$ cat src/rtl/blink_pkg.sv
// Shared constants for the blink pattern generator: display modes and
// direction encodings used by the top and the testbench.
package blink_pkg;

   typedef enum logic [1:0] {
      MODE_BIN    = 2'd0,
      MODE_GRAY   = 2'd1,
      MODE_BOUNCE = 2'd2,
      MODE_ROTATE = 2'd3
   } mode_e;

   typedef enum logic {
      DIR_UP   = 1'b0,
      DIR_DOWN = 1'b1
   } dir_e;

endpackage

$ cat src/rtl/blink_prescaler.sv
// Programmable prescaler: counts clocks and raises step when the count
// reaches the speed-scaled terminal value.
module blink_prescaler
   import blink_pkg::*;
#(
   parameter int DIV_WIDTH    = 25,
   parameter int DIV_TERMINAL = 24999999
) (
   input  logic       clk,
   input  logic       rst,
   input  logic       en,
   input  logic [1:0] speed,
   input  logic       clr,
   output logic       step
);

   localparam logic [DIV_WIDTH-1:0] TERM_BASE = DIV_WIDTH'(DIV_TERMINAL);

   logic [DIV_WIDTH-1:0] r_divCnt;
   logic [DIV_WIDTH-1:0] w_term;
   logic                 w_reached;

   // Greater-or-equal so that a faster speed chosen mid-count fires at the next edge.
   assign w_term    = TERM_BASE >> speed;
   assign w_reached = (r_divCnt >= w_term);
   assign step      = en && w_reached && !clr;

   always_ff @(posedge clk or posedge rst) begin
      if (rst) begin
         r_divCnt <= '0;
      end else if (clr) begin
         r_divCnt <= '0;
      end else if (en) begin
         if (w_reached) begin
            r_divCnt <= '0;
         end else begin
            r_divCnt <= r_divCnt + DIV_WIDTH'(1);
         end
      end
   end

endmodule

$ cat src/rtl/blink_pattern_gen.sv
// LED pattern generator: prescaled tick advances a binary/Gray counter or a
// bouncing/rotating one-hot, decoded onto the display pattern by mode.
module blink_pattern_gen
   import blink_pkg::*;
#(
   parameter int OUT_WIDTH    = 8,
   parameter int DIV_WIDTH    = 25,
   parameter int DIV_TERMINAL = 24999999
) (
   input  logic                 clk,
   input  logic                 rst,
   input  logic                 en,
   input  logic [1:0]           mode,
   input  logic                 dir,
   input  logic [1:0]           speed,
   input  logic                 load,
   input  logic [OUT_WIDTH-1:0] load_val,
   output logic [OUT_WIDTH-1:0] pattern,
   output logic                 tick,
   output logic                 wrap
);

   localparam logic [OUT_WIDTH-1:0] ALL_ONES    = '1;
   localparam logic [OUT_WIDTH-1:0] ONEHOT_LSB  = OUT_WIDTH'(1);
   localparam logic [OUT_WIDTH-1:0] ONEHOT_BIT1 = OUT_WIDTH'(2);
   localparam logic [OUT_WIDTH-1:0] ONEHOT_MSB1 = ONEHOT_LSB << (OUT_WIDTH - 2);

   logic [OUT_WIDTH-1:0] r_cnt;
   logic [OUT_WIDTH-1:0] r_onehot;
   dir_e                 r_bdir;
   logic                 r_tick;
   logic                 r_wrap;

   logic                 w_step;
   logic [OUT_WIDTH-1:0] w_cntNext;
   logic [OUT_WIDTH-1:0] w_onehotNext;
   dir_e                 w_bdirNext;
   logic                 w_wrapNext;

   blink_prescaler #(
      .DIV_WIDTH    (DIV_WIDTH),
      .DIV_TERMINAL (DIV_TERMINAL)
   ) u_prescaler (
      .clk   (clk),
      .rst   (rst),
      .en    (en),
      .speed (speed),
      .clr   (load),
      .step  (w_step)
   );

   // Successor state for one step; only the state owned by the active mode moves.
   always_comb begin
      w_cntNext    = r_cnt;
      w_onehotNext = r_onehot;
      w_bdirNext   = r_bdir;
      w_wrapNext   = 1'b0;
      case (mode_e'(mode))
         MODE_BIN, MODE_GRAY: begin
            if (dir == DIR_UP) begin
               w_cntNext  = r_cnt + OUT_WIDTH'(1);
               w_wrapNext = (r_cnt == ALL_ONES);
            end else begin
               w_cntNext  = r_cnt - OUT_WIDTH'(1);
               w_wrapNext = (r_cnt == '0);
            end
         end
         MODE_BOUNCE: begin
            if (r_bdir == DIR_UP) begin
               if (r_onehot[OUT_WIDTH-1]) begin
                  w_onehotNext = ONEHOT_MSB1;
                  w_bdirNext   = DIR_DOWN;
                  w_wrapNext   = 1'b1;
               end else begin
                  w_onehotNext = r_onehot << 1;
               end
            end else begin
               if (r_onehot[0]) begin
                  w_onehotNext = ONEHOT_BIT1;
                  w_bdirNext   = DIR_UP;
                  w_wrapNext   = 1'b1;
               end else begin
                  w_onehotNext = r_onehot >> 1;
               end
            end
         end
         MODE_ROTATE: begin
            if (dir == DIR_UP) begin
               w_onehotNext = {r_onehot[OUT_WIDTH-2:0], r_onehot[OUT_WIDTH-1]};
               w_wrapNext   = r_onehot[OUT_WIDTH-1];
            end else begin
               w_onehotNext = {r_onehot[0], r_onehot[OUT_WIDTH-1:1]};
               w_wrapNext   = r_onehot[0];
            end
         end
         default: begin
         end
      endcase
   end

   // Load outranks a coincident step and silences that edge's tick/wrap.
   always_ff @(posedge clk or posedge rst) begin
      if (rst) begin
         r_cnt    <= '0;
         r_onehot <= ONEHOT_LSB;
         r_bdir   <= DIR_UP;
         r_tick   <= 1'b0;
         r_wrap   <= 1'b0;
      end else if (load) begin
         r_cnt    <= load_val;
         r_onehot <= ONEHOT_LSB;
         r_bdir   <= DIR_UP;
         r_tick   <= 1'b0;
         r_wrap   <= 1'b0;
      end else if (w_step) begin
         r_cnt    <= w_cntNext;
         r_onehot <= w_onehotNext;
         r_bdir   <= w_bdirNext;
         r_tick   <= 1'b1;
         r_wrap   <= w_wrapNext;
      end else begin
         r_tick   <= 1'b0;
         r_wrap   <= 1'b0;
      end
   end

   always_comb begin
      pattern = r_onehot;
      case (mode_e'(mode))
         MODE_BIN:  pattern = r_cnt;
         MODE_GRAY: pattern = r_cnt ^ (r_cnt >> 1);
         default:   pattern = r_onehot;
      endcase
   end

   assign tick = r_tick;
   assign wrap = r_wrap;

endmodule

$ cat config.mk
export PLATFORM = sky130hd
export DESIGN_NAME = blink_pattern_gen
export DESIGN_NICKNAME = d
export VERILOG_FILES = /design/src/rtl/blink_pkg.sv /design/src/rtl/blink_prescaler.sv /design/src/rtl/blink_pattern_gen.sv
export SDC_FILE = /design/constraint.sdc
export NUM_CORES = 1
export LEC_CHECK = 0
export ABC_AREA = 1
export CAP_MARGIN = 25
export CORE_UTILIZATION = 40
export CTS_CLUSTER_SIZE = 24
export DETAILED_ROUTE_END_ITERATION = 8
export GPL_TIMING_DRIVEN = 0
export PLACE_DENSITY_LB_ADDON = 0.1
export SYNTH_ARGS = -nofsm -noshare
export SYNTH_HDL_FRONTEND = slang
export SYNTH_SLANG_ARGS = --single-unit
$ cat constraint.sdc
create_clock -name clk -period 2.6 [get_ports clk]
set_input_delay 0.65 -clock clk [delete_from_list [all_inputs] [get_ports clk]]
set_output_delay 0.65 -clock clk [all_outputs]
set_load 0.02 [all_outputs]
Word level (Yosys, flattened, before mapping)
Index checks and enable logic that the tools add are counted.
- add/subtract/negate cells: 3
- multiply operators: 0
- divide/modulo/power cells: 0
- $lt $le $gt $ge: 1
- equality and inequality tests: 4
- shift-type cells: 1
- muxes and demuxes: 30
- bitwise logic cells: 1
- reductions and logical operators: 14
- operator list (operator ; number):
    25-bit 2-to-1 mux ; 3
    8-bit 2-to-1 mux ; 9
    8-bit one-hot mux with 2 select lines ; 2
    25-bit by 1-bit adder with 25-bit output (second input constant) ; 1
    25-bit >= comparator ; 1
    25-bit by 2-bit right shift with 25-bit output (first input constant) ; 1
    1-bit 2-to-1 mux ; 14
    8-bit by 1-bit adder with 8-bit output (second input constant) ; 1
    8-bit == test (second input constant) ; 1
    8-bit zero test ; 1
    2-bit nonzero test ; 4
    8-bit by 1-bit subtractor with 8-bit output (second input constant) ; 1
    8-bit by 7-bit XOR with 8-bit output ; 1
    7-bit 2-to-1 mux ; 1
    2-bit AND reduction ; 3
    2-bit == test (second input constant) ; 2
    1-bit one-hot mux with 3 select lines ; 1
    3-bit nonzero test ; 1
    2-bit by 1-bit == test with 1-bit output (second input constant) ; 1
    1-bit logical AND ; 2
    2-bit zero test ; 1
    2-bit OR reduction ; 1
    1-bit zero test ; 1
- register bits after elaboration: 44
- latch bits: 0
- RAM bits: 0
- bits in read-only memories: 0
- output and inout port bits: 10
- memories kept: 0

Logic depth before layout (Yosys ltp)
Gate-level depths: netlist (run 1).
- depth after elaboration: 6
- gate-level depth with buffers: 16
- gate-level depth less buffers: 15

Hierarchy
Synthesis (run 1) repeated with hierarchy kept, for this count alone.
- cells, all modules: 629
- area, all modules: 4015.1 sq um
- by module, submodules not included (module ; times used ; cells an instance ; area each (sq um)):
    blink_prescaler ; 1 ; 378 ; 2314.7
    blink_pattern_gen ; 1 ; 251 ; 1700.4

Least setup slack after synthesis (run 1)
OpenSTA, ideal clock, no wires.
- path kind: input to register
- from: input speed[0]
- to: register r_onehot[1]
- data arrival time: 2.153 ns
- slack: 0.329 ns
- cell stages on the path: 14
- path buffers: 1
- cells stage by stage: inv_2 -> nor2_1 -> inv_1 -> ha_1 -> nand2_1 -> inv_1 -> nand3_1 -> nor3_4 -> nand3_2 -> nand4_4 -> buf_8 -> nand3_4 -> nand3_1 -> nand2_1
- word-level cells in the longest chain between the ends: 6
- ends and longest elaborated chain (element ; line ; source):
    from (decl) ; blink_pattern_gen.sv:15 ; input logic [1:0] speed,
    25-bit by 2-bit right shift with 25-bit output ; blink_prescaler.sv:24 ; assign w_term = TERM_BASE >> speed;
    25-bit >= comparator ; blink_prescaler.sv:25 ; assign w_reached = (r_divCnt >= w_term);
    1-bit logical AND (2 in a row) ; blink_prescaler.sv:26 ; assign step = en && w_reached && !clr;
    2-bit nonzero test (no source line) ; n/a ;
    2-bit AND reduction (no source line) ; n/a ;
    to (signal assigned) ; blink_pattern_gen.sv:117 ; r_onehot <= w_onehotNext;
    to (decl) ; blink_pattern_gen.sv:29 ; logic [OUT_WIDTH-1:0] r_onehot;
Every way passes these cells.
A chain may end at the register's enable or synchronous reset.

Final worst setup path (run 1)
- from: input mode[0]
- to: output pattern[5]
- word-level cells in the longest chain between the ends: 2
- ends and longest elaborated chain (element ; line ; source):
    from (decl) ; blink_pattern_gen.sv:13 ; input logic [1:0] mode,
    2-bit by 1-bit == test with 1-bit output / 2-bit zero test (equally long branches) ; blink_pattern_gen.sv:129 ; case (mode_e'(mode))
    8-bit one-hot mux with 2 select lines (*) ; blink_pattern_gen.sv:129 ;
    to (decl) ; blink_pattern_gen.sv:18 ; output logic [OUT_WIDTH-1:0] pattern,
Every way passes the cells marked *; elsewhere a longest branch is shown, timed or not.

==> metrics.csv, run 1 <==
metric,value,unit
fin util,47.5,%
min-delay worst type,flip-flop to flip-flop,
transition time of the tightest slew-check pin,0.523,ns
total standard cell area after synthesis,0.00388,mm²
RR Endpoint,r_onehot[3]$_DFFE_PP0P_,
proportion of netlist area held by the largest area contributor,27.7,%
"Warnings, synthesis",0,
Placement Cell Area,0.00430,mm²
global-route met1 utilization,28.2,%
router iterations before antenna repair,5,
sort of element at the start of the critical path,primary input,
endpoint type of the worst setup path,output pin,
Num CTS Buffers,5,
Compound-Gate Fraction of Synth Area,12.5,%
total vias in the final route,3893,
setup skew after layout,0.0102,ns
beginning of the worst hold path,u_prescaler.r_divCnt[1]$_DFFE_PP0P_,
fraction of registers with async set or reset after synthesis,100,%
# IOs,27,
"most common cell after layout, fill and taps aside",sky130_fd_sc_hd__nand2_1,
Layout Cells excl Fill,740,
nets@finish,656,
fin crit share,95.9,%
Post-synth EDFFs,0,
hold slack,0.529,ns
Hold Fails Final Rpt,0,
nets in the synthesized netlist,618,
global routing met2 resource utilization,43.0,%
Die ar.,0.0101,mm²
"basic-gate share of the synthesized area counting and, or, nand and nor cells",36.3,%
data required time of the critical path,1.95,ns
Max IR drop VDD,0.000225,V
total power divided by cell area,394,mW/mm²
unrepaired setup endpoints after global routing,false,
buffer levels on the longest clock path,2,
Final ANT Viol Nets,0,
die width,100,µm
Final Setup Violations,0,
wire length after detailed routing,10800,µm
post-detailed-route via-to-cell ratio,5.26,
fraction of synthesized area in multiplexers,0,%
global routing usage on met3,2.84,%
ranking of synthesized cells by area,"sky130_fd_sc_hd__dfrtp_1 (28%), sky130_fd_sc_hd__nand2_1 (15%), sky130_fd_sc_hd__ha_1 (9.0%)",
synthesized-area fraction occupied by xor and xnor cells,3.84,%
count of placed standard cells including taps,726,
number of placement rows,35,
overall overflow remaining after global route,0,
post-detailed-placement half-perimeter wirelength,8470,µm
via count of the first global-routing pass,3892,
starting density of the core,41.6,%
"Clk Latency, worst-skew pair",0.30,ns
end point of the most critical hold path,u_prescaler.r_divCnt[1]$_DFFE_PP0P_,
setup slack on the worst flop-to-flop path,0.38,ns
number of buffer cells added on primary ports,24,
GPL Wtd Cong,0.901,
depth of the worst register-to-register path,11,
status,"finished, final reports clean",
Leakage Power,2.08,nW
antenna violations before repair,0,
Maximum Capacitance Violations,0,
routed wire length per instance,14.7,µm
layer with the highest usage after global routing,met2,
highest-count cells in the layout ignoring fill and taps,"sky130_fd_sc_hd__nand2_1 (154), sky130_fd_sc_hd__inv_1 (68), sky130_fd_sc_hd__nand3_1 (62), sky130_fd_sc_hd__nor2_1 (49), sky130_fd_sc_hd__dfrtp_1 (43)",
area inside the core boundary,0.00933,mm²
data arrival time of the critical path,1.84,ns
Syn Area/Cell,6.78,µm²
clock tree from TritonCTS,yes,
time the final worst path needs with I/O delays and setup,2.49,ns
clock edge transition at the registers on the reported setup and hold paths,0.09,ns
share of final-layout standard cells stronger than drive strength 1,9.98,%
CTS Root Buffer Type,sky130_fd_sc_hd__clkbuf_8,
first-pass GRT wire length,18300,µm
detailed router's first-iteration violation count,210,
"Non-Filler Cell Area, Final",0.00443,mm²
headroom to the max-slew limit,65.1,%
"FF+latch count, synth",44,
y dimension of the die,100,µm
fin. max-slew vios,0,
adder and majority gate portion of the synthesized area,9.55,%
leading area contributor after synthesis,sky130_fd_sc_hd__dfrtp_1,
Max H-tree Level,2,
Unique masters post-synth,47,
DR DRC count,0,
area growth from synthesis to layout,14.1,%
predominant post-synthesis flop cell,sky130_fd_sc_hd__dfrtp_1,
launch point of the worst reg-to-reg path,u_prescaler.r_divCnt[0]$_DFFE_PP0P_,
number of diodes added for antenna fixing,0,
total routing usage reported by global routing,22.9,%
sequential cell area fraction in the yosys report,28.4,%
main combinational cell family by area after synthesis,simple AND/OR/NAND/NOR gates,
Worst Hold Depth,2,
peak fanout along the critical path,7,
maximum achievable frequency,401,MHz
largest net degree at the start of global routing,35,
CTS sink count,44,
type of the worst setup path,primary input to output pin,
synthesized instance count,572,
## report_power, final
group | internal, mW | leakage [nW] | total (mW) | switching, mW
Combinational | 0.204 | 1.43 | 0.510 | 0.306
Clock | 0.213 | 0.0510 | 0.459 | 0.246
Sequential | 0.718 | 0.596 | 0.777 | 0.0593
## synth_stat cells, types with 2 or more instances
cell type                  count
sky130_fd_sc_hd__a21oi_1      18
sky130_fd_sc_hd__buf_2         4
sky130_fd_sc_hd__clkbuf_1      6
sky130_fd_sc_hd__dfrtp_1      43
sky130_fd_sc_hd__ha_1         28
sky130_fd_sc_hd__inv_1        71
sky130_fd_sc_hd__inv_2         2
sky130_fd_sc_hd__nand2_1     154
sky130_fd_sc_hd__nand2_2       4
sky130_fd_sc_hd__nand2_4       2
sky130_fd_sc_hd__nand3_1      62
sky130_fd_sc_hd__nand3_4       3
sky130_fd_sc_hd__nand4_1      11
sky130_fd_sc_hd__nor2_1       52
sky130_fd_sc_hd__nor3_1       12
sky130_fd_sc_hd__o211ai_1      7
sky130_fd_sc_hd__o21ai_0      37
sky130_fd_sc_hd__o21ai_1       6
sky130_fd_sc_hd__o221ai_1      2
sky130_fd_sc_hd__o22ai_1       3
sky130_fd_sc_hd__o31ai_1       3
sky130_fd_sc_hd__or2_2         2
sky130_fd_sc_hd__xnor2_1       6
sky130_fd_sc_hd__xor2_1       11
## worst max-delay path, stage by stage
cell,delay (ns)
sky130_fd_sc_hd__dlygate4sd2_1,0.37
sky130_fd_sc_hd__nand2_1,0.11
sky130_fd_sc_hd__xor2_1,0.14
sky130_fd_sc_hd__o21ai_0,0.26
sky130_fd_sc_hd__clkdlybuf4s15_2,0.31
## registers in the layout, summed over array words and instances, names as in the netlist
signal / count
u_prescaler.r_divCnt: 25
r_cnt: 8
r_onehot: 8
r_bdir: 1
tick: 1
wrap: 1
## layout make-up
class                   count  area (µm²)
fillers                   962        4900
multi-input cells         441        2430
flip-flops and latches     44        1100
inverters                  74         289
repair buffers             30         264
well taps                 129         161
plain buffers              14        86.3
clock buffers               6        82.6
clock inverters             2        10.0
## routing by layer
| metal | up-vias | wire [µm] |
|---|---|---|
| met5 | - | 0 |
| met1 | 1832 | 4790 |
| met4 | 0 | 85 |
| met2 | 87 | 5500 |
| li1 | 1958 | - |
| met3 | 16 | 468 |
## repair_timing
| action | CTS | global route |
|---|---|---|
| endpoints found under the setup margin | 52 | 35 |
| hold buffers | 0 | 0 |
| hold endpoints to repair | 0 | 0 |
| pin swaps | 0 | 4 |
| setup buffers | 0 | 4 |
| gates cloned | 0 | 2 |
| gates resized for setup | 43 | 18 |
## per-stage QoR
stage / power, mW / TNS (ns) / worst slack [ns]
after global routing: 1.88 / 0 / 0.0331
after floorplan: 1.13 / 0 / 0.329
after CTS: 1.76 / -0.0761 / -0.0388
after global placement: 1.30 / -31.40 / -0.671
final: 1.75 / 0 / 0.106
after detailed placement: 1.31 / -31.09 / -0.755
## how the worst max path moves through the flow
stage	start	endpoint	slack, ns	cells past startpoint
after floorplan	speed[0]	r_onehot[1]$_DFFE_PP0P_	0.33	14
after global placement	speed[0]	r_onehot[3]$_DFFE_PP0P_	-0.67	15
after detailed placement	speed[0]	r_onehot[4]$_DFFE_PP0P_	-0.75	15
after CTS	mode[1]	pattern[0]	-0.04	5
after global routing	dir	r_cnt[6]$_DFFE_PP0P_	0.03	13
final	mode[0]	pattern[5]	0.11	5
## cell families (layout without fill, tap and decap cells)
logic type	Yosys count	in the layout
xor gates and xnor gates	17	17
adders and majority gates	29	29
AOI/OAI and AO/OA	85	85
DFF	44	44
buffers and inverters	88	126
and+or+nand+nor	309	310
Note: power is estimated with default switching activity, not from simulation.
==> run 2, diff against run 1 <==
Settings changed: CORE_UTILIZATION 40 to 55.
==> run 2 against run 1 <==
- critical path depth up 1
- combinational power rose by 2%
- die area is 27% lower
- register-to-register slack improved by 0.02 ns
- fmax is 2.4% lower
- clock power rose by 0.9%
- final cell count is 4.2% lower
- highest routed layer unchanged
- count of clock-buffer cells in the layout is 1 higher
==> metrics.csv, run 2 (synthesis results as in run 1) <==
metric,value,unit,change
share of final-layout standard cells stronger than drive strength 1,10.1,%,was 9.98%
headroom to the max-slew limit,68.2,%,was 65.1%
endpoint type of the worst setup path,output pin,,unchanged
"Clk Latency, worst-skew pair",0.30,ns,about the same
total vias in the final route,4039,,was 3893
CTS sink count,44,,unchanged
fin. max-slew vios,0,,unchanged
highest-count cells in the layout ignoring fill and taps,"sky130_fd_sc_hd__nand2_1 (154), sky130_fd_sc_hd__inv_1 (68), sky130_fd_sc_hd__nand3_1 (62), sky130_fd_sc_hd__nor2_1 (49), sky130_fd_sc_hd__dfrtp_1 (43)",,unchanged
GPL Wtd Cong,0.968,,was 0.901
crit-path leading delay family,buffers and inverters,,unchanged
largest net degree at the start of global routing,35,,unchanged
CTS Root Buffer Type,sky130_fd_sc_hd__clkbuf_8,,unchanged
cell at the slowest stage of the critical path,sky130_fd_sc_hd__clkdlybuf4s50_1,,was sky130_fd_sc_hd__dlygate4sd2_1
maximum cell stage delay along the critical path,0.50,ns,was 0.37 ns
number of buffers and inverters on the critical path,4,,was 2
number of diodes added for antenna fixing,0,,unchanged
post-detailed-placement half-perimeter wirelength,7910,µm,was 8470 µm
transition time of the tightest slew-check pin,0.477,ns,was 0.523 ns
nets@finish,658,,was 656
Die ar.,0.00739,mm²,was 0.0101 mm²
Final ANT Viol Nets,0,,unchanged
fin util,65.2,%,was 47.5%
"most common cell after layout, fill and taps aside",sky130_fd_sc_hd__nand2_1,,unchanged
clock tree from TritonCTS,yes,,unchanged
end point of the most critical hold path,u_prescaler.r_divCnt[1]$_DFFE_PP0P_,,unchanged
area inside the core boundary,0.00679,mm²,was 0.00933 mm²
wire length after detailed routing,10400,µm,was 10800 µm
via count of the first global-routing pass,3797,,was 3892
post-detailed-route via-to-cell ratio,5.70,,was 5.26
register ranked first by flip-flop count,u_prescaler.r_divCnt,,unchanged
DR DRC count,0,,unchanged
Leakage Power,2.08,nW,about the same
antenna violations before repair,0,,unchanged
die width,86.0,µm,was 100 µm
Setup Slack @ Placement,-0.645,ns,was -0.755 ns
min-delay worst type,flip-flop to flip-flop,,unchanged
Worst Hold Depth,2,,unchanged
Num CTS Buffers,5,,unchanged
data arrival time of the critical path,1.90,ns,was 1.84 ns
Maximum Capacitance Violations,0,,unchanged
minimum setup slack in the final design,0.0452,ns,was 0.106 ns
type of the worst setup path,primary input to output pin,,unchanged
overall power consumption,1.76,mW,was 1.75 mW
setup slack on the worst flop-to-flop path,0.40,ns,was 0.38 ns
peak fanout along the critical path,10,,was 7
number of placement rows,30,,was 35
time the final worst path needs with I/O delays and setup,2.55,ns,was 2.49 ns
launch point of the worst reg-to-reg path,u_prescaler.r_divCnt[16]$_DFFE_PP0P_,,was u_prescaler.r_divCnt[0]$_DFFE_PP0P_
routed wire length per instance,14.7,µm,about the same
detailed router's first-iteration violation count,207,,was 210
# IOs,27,,unchanged
area growth from synthesis to layout,14.2,%,was 14.1%
fin crit share,98.3,%,was 95.9%
crit-path cells,clkdlybuf4s50_1 > buf_6 > buf_4 > nand2_1 > o21ai_0 > clkdlybuf4s15_2,,was dlygate4sd2_1 > nand2_1 > xor2_1 > o21ai_0 > clkdlybuf4s15_2
Layout Cells excl Fill,709,,was 740
starting density of the core,57.1,%,was 41.6%
startpoint of the most critical setup path,mode[1],,was mode[0]
Max IR drop VDD,0.000279,V,was 0.000225 V
RR Endpoint,u_prescaler.r_divCnt[22]$_DFFE_PP0P_,,was r_onehot[3]$_DFFE_PP0P_
count of placed standard cells including taps,693,,was 726
Hold Fails Final Rpt,0,,unchanged
maximum achievable frequency,391,MHz,was 401 MHz
sort of element at the start of the critical path,primary input,,unchanged
beginning of the worst hold path,u_prescaler.r_divCnt[1]$_DFFE_PP0P_,,unchanged
Max H-tree Level,2,,unchanged
depth of the worst register-to-register path,10,,was 11
total power divided by cell area,398,mW/mm²,was 394 mW/mm²
buffer levels on the longest clock path,2,,unchanged
first-pass GRT wire length,17200,µm,was 18300 µm
overall overflow remaining after global route,0,,unchanged
router iterations before antenna repair,5,,unchanged
clock edge transition at the registers on the reported setup and hold paths,0.09,ns,about the same
Largest regs,"u_prescaler.r_divCnt (25), r_cnt (8), r_onehot (8)",,unchanged
number of buffer cells added on primary ports,24,,unchanged
status,"finished, final reports clean",,unchanged
data required time of the critical path,1.95,ns,about the same
"flip-flop count of the largest register, all copies and words added",25,,unchanged
y dimension of the die,86.0,µm,was 100 µm
total routing usage reported by global routing,29.3,%,was 22.9%
setup skew after layout,0.00641,ns,was 0.0102 ns
Final Setup Violations,0,,unchanged
## run 2: metal layers
metal	GRT usage, %	up-vias	routed length (µm)	share of wire, %
met5	0	-	0	0
met4	12.7	0	390	3.8
met3	4.33	41	496	4.8
met2	51.7	161	5150	50
met1	35.4	1865	4360	42
li1	-	1972	-	-
## run 2: power by group
group | total (mW) | switching [mW] | internal, mW
clock network | 0.463 | 0.247 | 0.216
registers | 0.779 | 0.0608 | 0.718
logic | 0.520 | 0.313 | 0.207
total | 1.76 | 0.620 | 1.14
## run 2: cell type report
cell class                 count  area (µm²)
inverter                      74         289
multi-input combinational    441        2440
clock buffer                   7        86.3
tap                           96         120
clock inverter                 1        7.51
buffer                        14        86.3
timing repair buffer          32         297
sequential                    44        1100
fill                         663        2360
## run 2: worst max-delay path by stage
| stage | end | cells after the start |
|---|---|---|
| 2_1_floorplan | r_onehot[1]$_DFFE_PP0P_ | 14 |
| 3_3_place_gp | r_onehot[3]$_DFFE_PP0P_ | 15 |
| 3_5_place_dp | r_onehot[3]$_DFFE_PP0P_ | 15 |
| 4_1_cts | pattern[6] | 6 |
| 5_1_grt | pattern[1] | 6 |
| 6_report | pattern[1] | 6 |
## run 2: tightest hold or removal path, cell delays in order, from the launching register on
cell and delay (ns):
sky130_fd_sc_hd__dfrtp_1 0.38, sky130_fd_sc_hd__nand2_1 0.06, sky130_fd_sc_hd__nand2_1 0.06
## run 2: metrics by stage
step	setup TNS, ns	hold slack (ns)	area (µm²)
2_1_floorplan	0	0.474	3880
3_3_place_gp	-24.88	0.501	4240
3_5_place_dp	-27.10	0.510	4260
4_1_cts	0	0.532	4360
5_1_grt	-0.0259	0.561	4430
6_report	0	0.528	4430
## run 2: timing repair
action | 4_1_cts | 5_1_grt
hold buffers | 0 | 0
gates resized for setup | 40 | 21
cloned | 0 | 2
endpoints found under the setup margin | 52 | 38
pin swaps | 1 | 3
buffers inserted | 0 | 6
==> run 3, diff against run 2 <==
Settings changed: CTS_BUF_LIST set to sky130_fd_sc_hd__clkbuf_8 sky130_fd_sc_hd__clkbuf_16.
==> run 3 against run 2 <==
- hold slack hardly changed
- critical endpoint unchanged
- final cell count did not move
- cell area unchanged
- highest routed layer unchanged
- power down 0.22%
- first-iteration DRC count unchanged
- die area unchanged
- combinational power about the same
==> metrics.csv, run 3 (synthesis results as in run 1) <==
metric,value,unit,change
status,"finished, final reports clean",,unchanged
antenna violations before repair,0,,unchanged
die width,86.0,µm,unchanged
total power divided by cell area,397,mW/mm²,was 398 mW/mm²
endpoint type of the worst setup path,output pin,,unchanged
Maximum Capacitance Violations,0,,unchanged
Setup Slack @ Placement,-0.645,ns,unchanged
y dimension of the die,86.0,µm,unchanged
CTS Root Buffer Type,sky130_fd_sc_hd__clkbuf_8,,unchanged
beginning of the worst hold path,u_prescaler.r_divCnt[1]$_DFFE_PP0P_,,unchanged
post-detailed-placement half-perimeter wirelength,7910,µm,unchanged
peak fanout along the critical path,10,,unchanged
highest-count cells in the layout ignoring fill and taps,"sky130_fd_sc_hd__nand2_1 (154), sky130_fd_sc_hd__inv_1 (69), sky130_fd_sc_hd__nand3_1 (62), sky130_fd_sc_hd__nor2_1 (49), sky130_fd_sc_hd__dfrtp_1 (43)",,"was sky130_fd_sc_hd__nand2_1 (154), sky130_fd_sc_hd__inv_1 (68), sky130_fd_sc_hd__nand3_1 (62), sky130_fd_sc_hd__nor2_1 (49), sky130_fd_sc_hd__dfrtp_1 (43)"
fin. max-slew vios,0,,unchanged
number of buffer cells added on primary ports,24,,unchanged
first-pass GRT wire length,17200,µm,unchanged
number of placement rows,30,,unchanged
router iterations before antenna repair,5,,unchanged
crit-path cells,clkdlybuf4s50_1 > buf_6 > buf_4 > nand2_1 > o21ai_0 > clkdlybuf4s15_2,,unchanged
starting density of the core,57.1,%,unchanged
number of buffers inserted for hold repair after clock tree synthesis,0,,unchanged
type of the worst setup path,primary input to output pin,,unchanged
launch point of the worst reg-to-reg path,u_prescaler.r_divCnt[16]$_DFFE_PP0P_,,unchanged
"most common cell after layout, fill and taps aside",sky130_fd_sc_hd__nand2_1,,unchanged
headroom to the max-slew limit,68.2,%,unchanged
startpoint of the most critical setup path,mode[1],,unchanged
area growth from synthesis to layout,14.2,%,unchanged
sort of element at the start of the critical path,primary input,,unchanged
cell at the slowest stage of the critical path,sky130_fd_sc_hd__clkdlybuf4s50_1,,unchanged
"flip-flop count of the largest register, all copies and words added",25,,unchanged
share of final-layout standard cells stronger than drive strength 1,10.1,%,unchanged
depth of the worst register-to-register path,10,,unchanged
transition time of the tightest slew-check pin,0.477,ns,unchanged
fin util,65.2,%,unchanged
post-detailed-route via-to-cell ratio,5.70,,about the same
total routing usage reported by global routing,29.3,%,unchanged
time the final worst path needs with I/O delays and setup,2.55,ns,unchanged
Placement Cell Area,0.00426,mm²,unchanged
register ranked first by flip-flop count,u_prescaler.r_divCnt,,unchanged
wire length after detailed routing,10400,µm,unchanged
data required time of the critical path,1.95,ns,about the same
Worst Hold Depth,2,,unchanged
# IOs,27,,unchanged
routed wire length per instance,14.7,µm,unchanged
total vias in the final route,4042,,was 4039
buffer levels on the longest clock path,2,,unchanged
Final ANT Viol Nets,0,,unchanged
number of diodes added for antenna fixing,0,,unchanged
Hold Fails Final Rpt,0,,unchanged
Num CTS Buffers,5,,unchanged
maximum cell stage delay along the critical path,0.50,ns,about the same
Die ar.,0.00739,mm²,unchanged
largest net degree at the start of global routing,35,,unchanged
nets@finish,658,,unchanged
area inside the core boundary,0.00679,mm²,unchanged
clock tree from TritonCTS,yes,,unchanged
data arrival time of the critical path,1.90,ns,about the same
GPL Wtd Cong,0.968,,unchanged
CTS sink count,44,,unchanged
clock edge transition at the registers on the reported setup and hold paths,0.09,ns,about the same
setup skew after layout,0.00601,ns,was 0.00641 ns
detailed router's first-iteration violation count,207,,unchanged
via count of the first global-routing pass,3797,,unchanged
DR DRC count,0,,unchanged
maximum achievable frequency,391,MHz,unchanged
minimum setup slack in the final design,0.0452,ns,unchanged
Leakage Power,2.08,nW,about the same
Max H-tree Level,2,,unchanged
min-delay worst type,flip-flop to flip-flop,,unchanged
"Clk Latency, worst-skew pair",0.30,ns,about the same
fin crit share,98.3,%,unchanged
overall overflow remaining after global route,0,,unchanged
Final Setup Violations,0,,unchanged
"Non-Filler Cell Area, Final",0.00443,mm²,unchanged
Max IR drop VDD,0.000279,V,unchanged
Largest regs,"u_prescaler.r_divCnt (25), r_cnt (8), r_onehot (8)",,unchanged
-- run 3: cell type report --
cell class                      count  area, µm²
Timing Repair Buffer               32        297
Sequential cell                    44       1100
Clock inverter                      2       11.3
Multi-Input combinational cell    441       2440
Tap cell                           96        120
Inverter                           74        289
Clock buffer                        6       82.6
Buffer                             14       86.3
Fill cell                         663       2360
-- run 3: metal layers --
layer	share of wire, %	track usage, %	up-vias
met1	42	35.4	1862
li1	-	-	1972
met4	3.7	12.7	0
met2	50	51.7	167
met3	5.1	4.33	41
met5	0	0	-
-- run 3: final timing paths --
check / end / slack (ns)
setup / recovery: pattern[1] / 0.05
hold / removal: u_prescaler.r_divCnt[1]$_DFFE_PP0P_ / 0.53
setup reg to reg: u_prescaler.r_divCnt[22]$_DFFE_PP0P_ / 0.40
hold reg to reg: u_prescaler.r_divCnt[1]$_DFFE_PP0P_ / 0.53
max in group asynchronous: u_prescaler.r_divCnt[14]$_DFFE_PP0P_ / 1.56
min in group asynchronous: r_onehot[6]$_DFFE_PP0P_ / 0.59
-- run 3: worst max-delay path, delay by kind of cell --
| family | cells | cell delay [ns] |
|---|---|---|
| AOI/OAI and AO/OA | 1 | 0.08 |
| and+or+nand+nor | 1 | 0.06 |
| buffers and inverters | 4 | 1.11 |
-- run 3: stage by stage --
stage | setup TNS (ns) | total power, mW | hold WS [ns] | cells
2_1_floorplan | 0 | 1.13 | 0.474 | 572
3_3_place_gp | -24.88 | 1.29 | 0.501 | 692
3_5_place_dp | -27.10 | 1.31 | 0.510 | 693
4_1_cts | 0 | 1.76 | 0.532 | 701
5_1_grt | -0.0259 | 1.86 | 0.561 | 709
6_report | 0 | 1.76 | 0.528 | 709
-- run 3: what timing repair did --
item	CTS	global route
gates cloned	0	2
buffers inserted	0	6
hold endpoints to repair	0	0
resized for setup	40	21
pin swaps	1	3
setup endpoints to repair	52	38
-- run 3: report_power, final --
group,switching (mW),leakage (nW),internal (mW)
Sequential,0.0608,0.596,0.718
Clock,0.247,0.0486,0.212
Combinational,0.313,1.44,0.207
Total,0.620,2.08,1.14
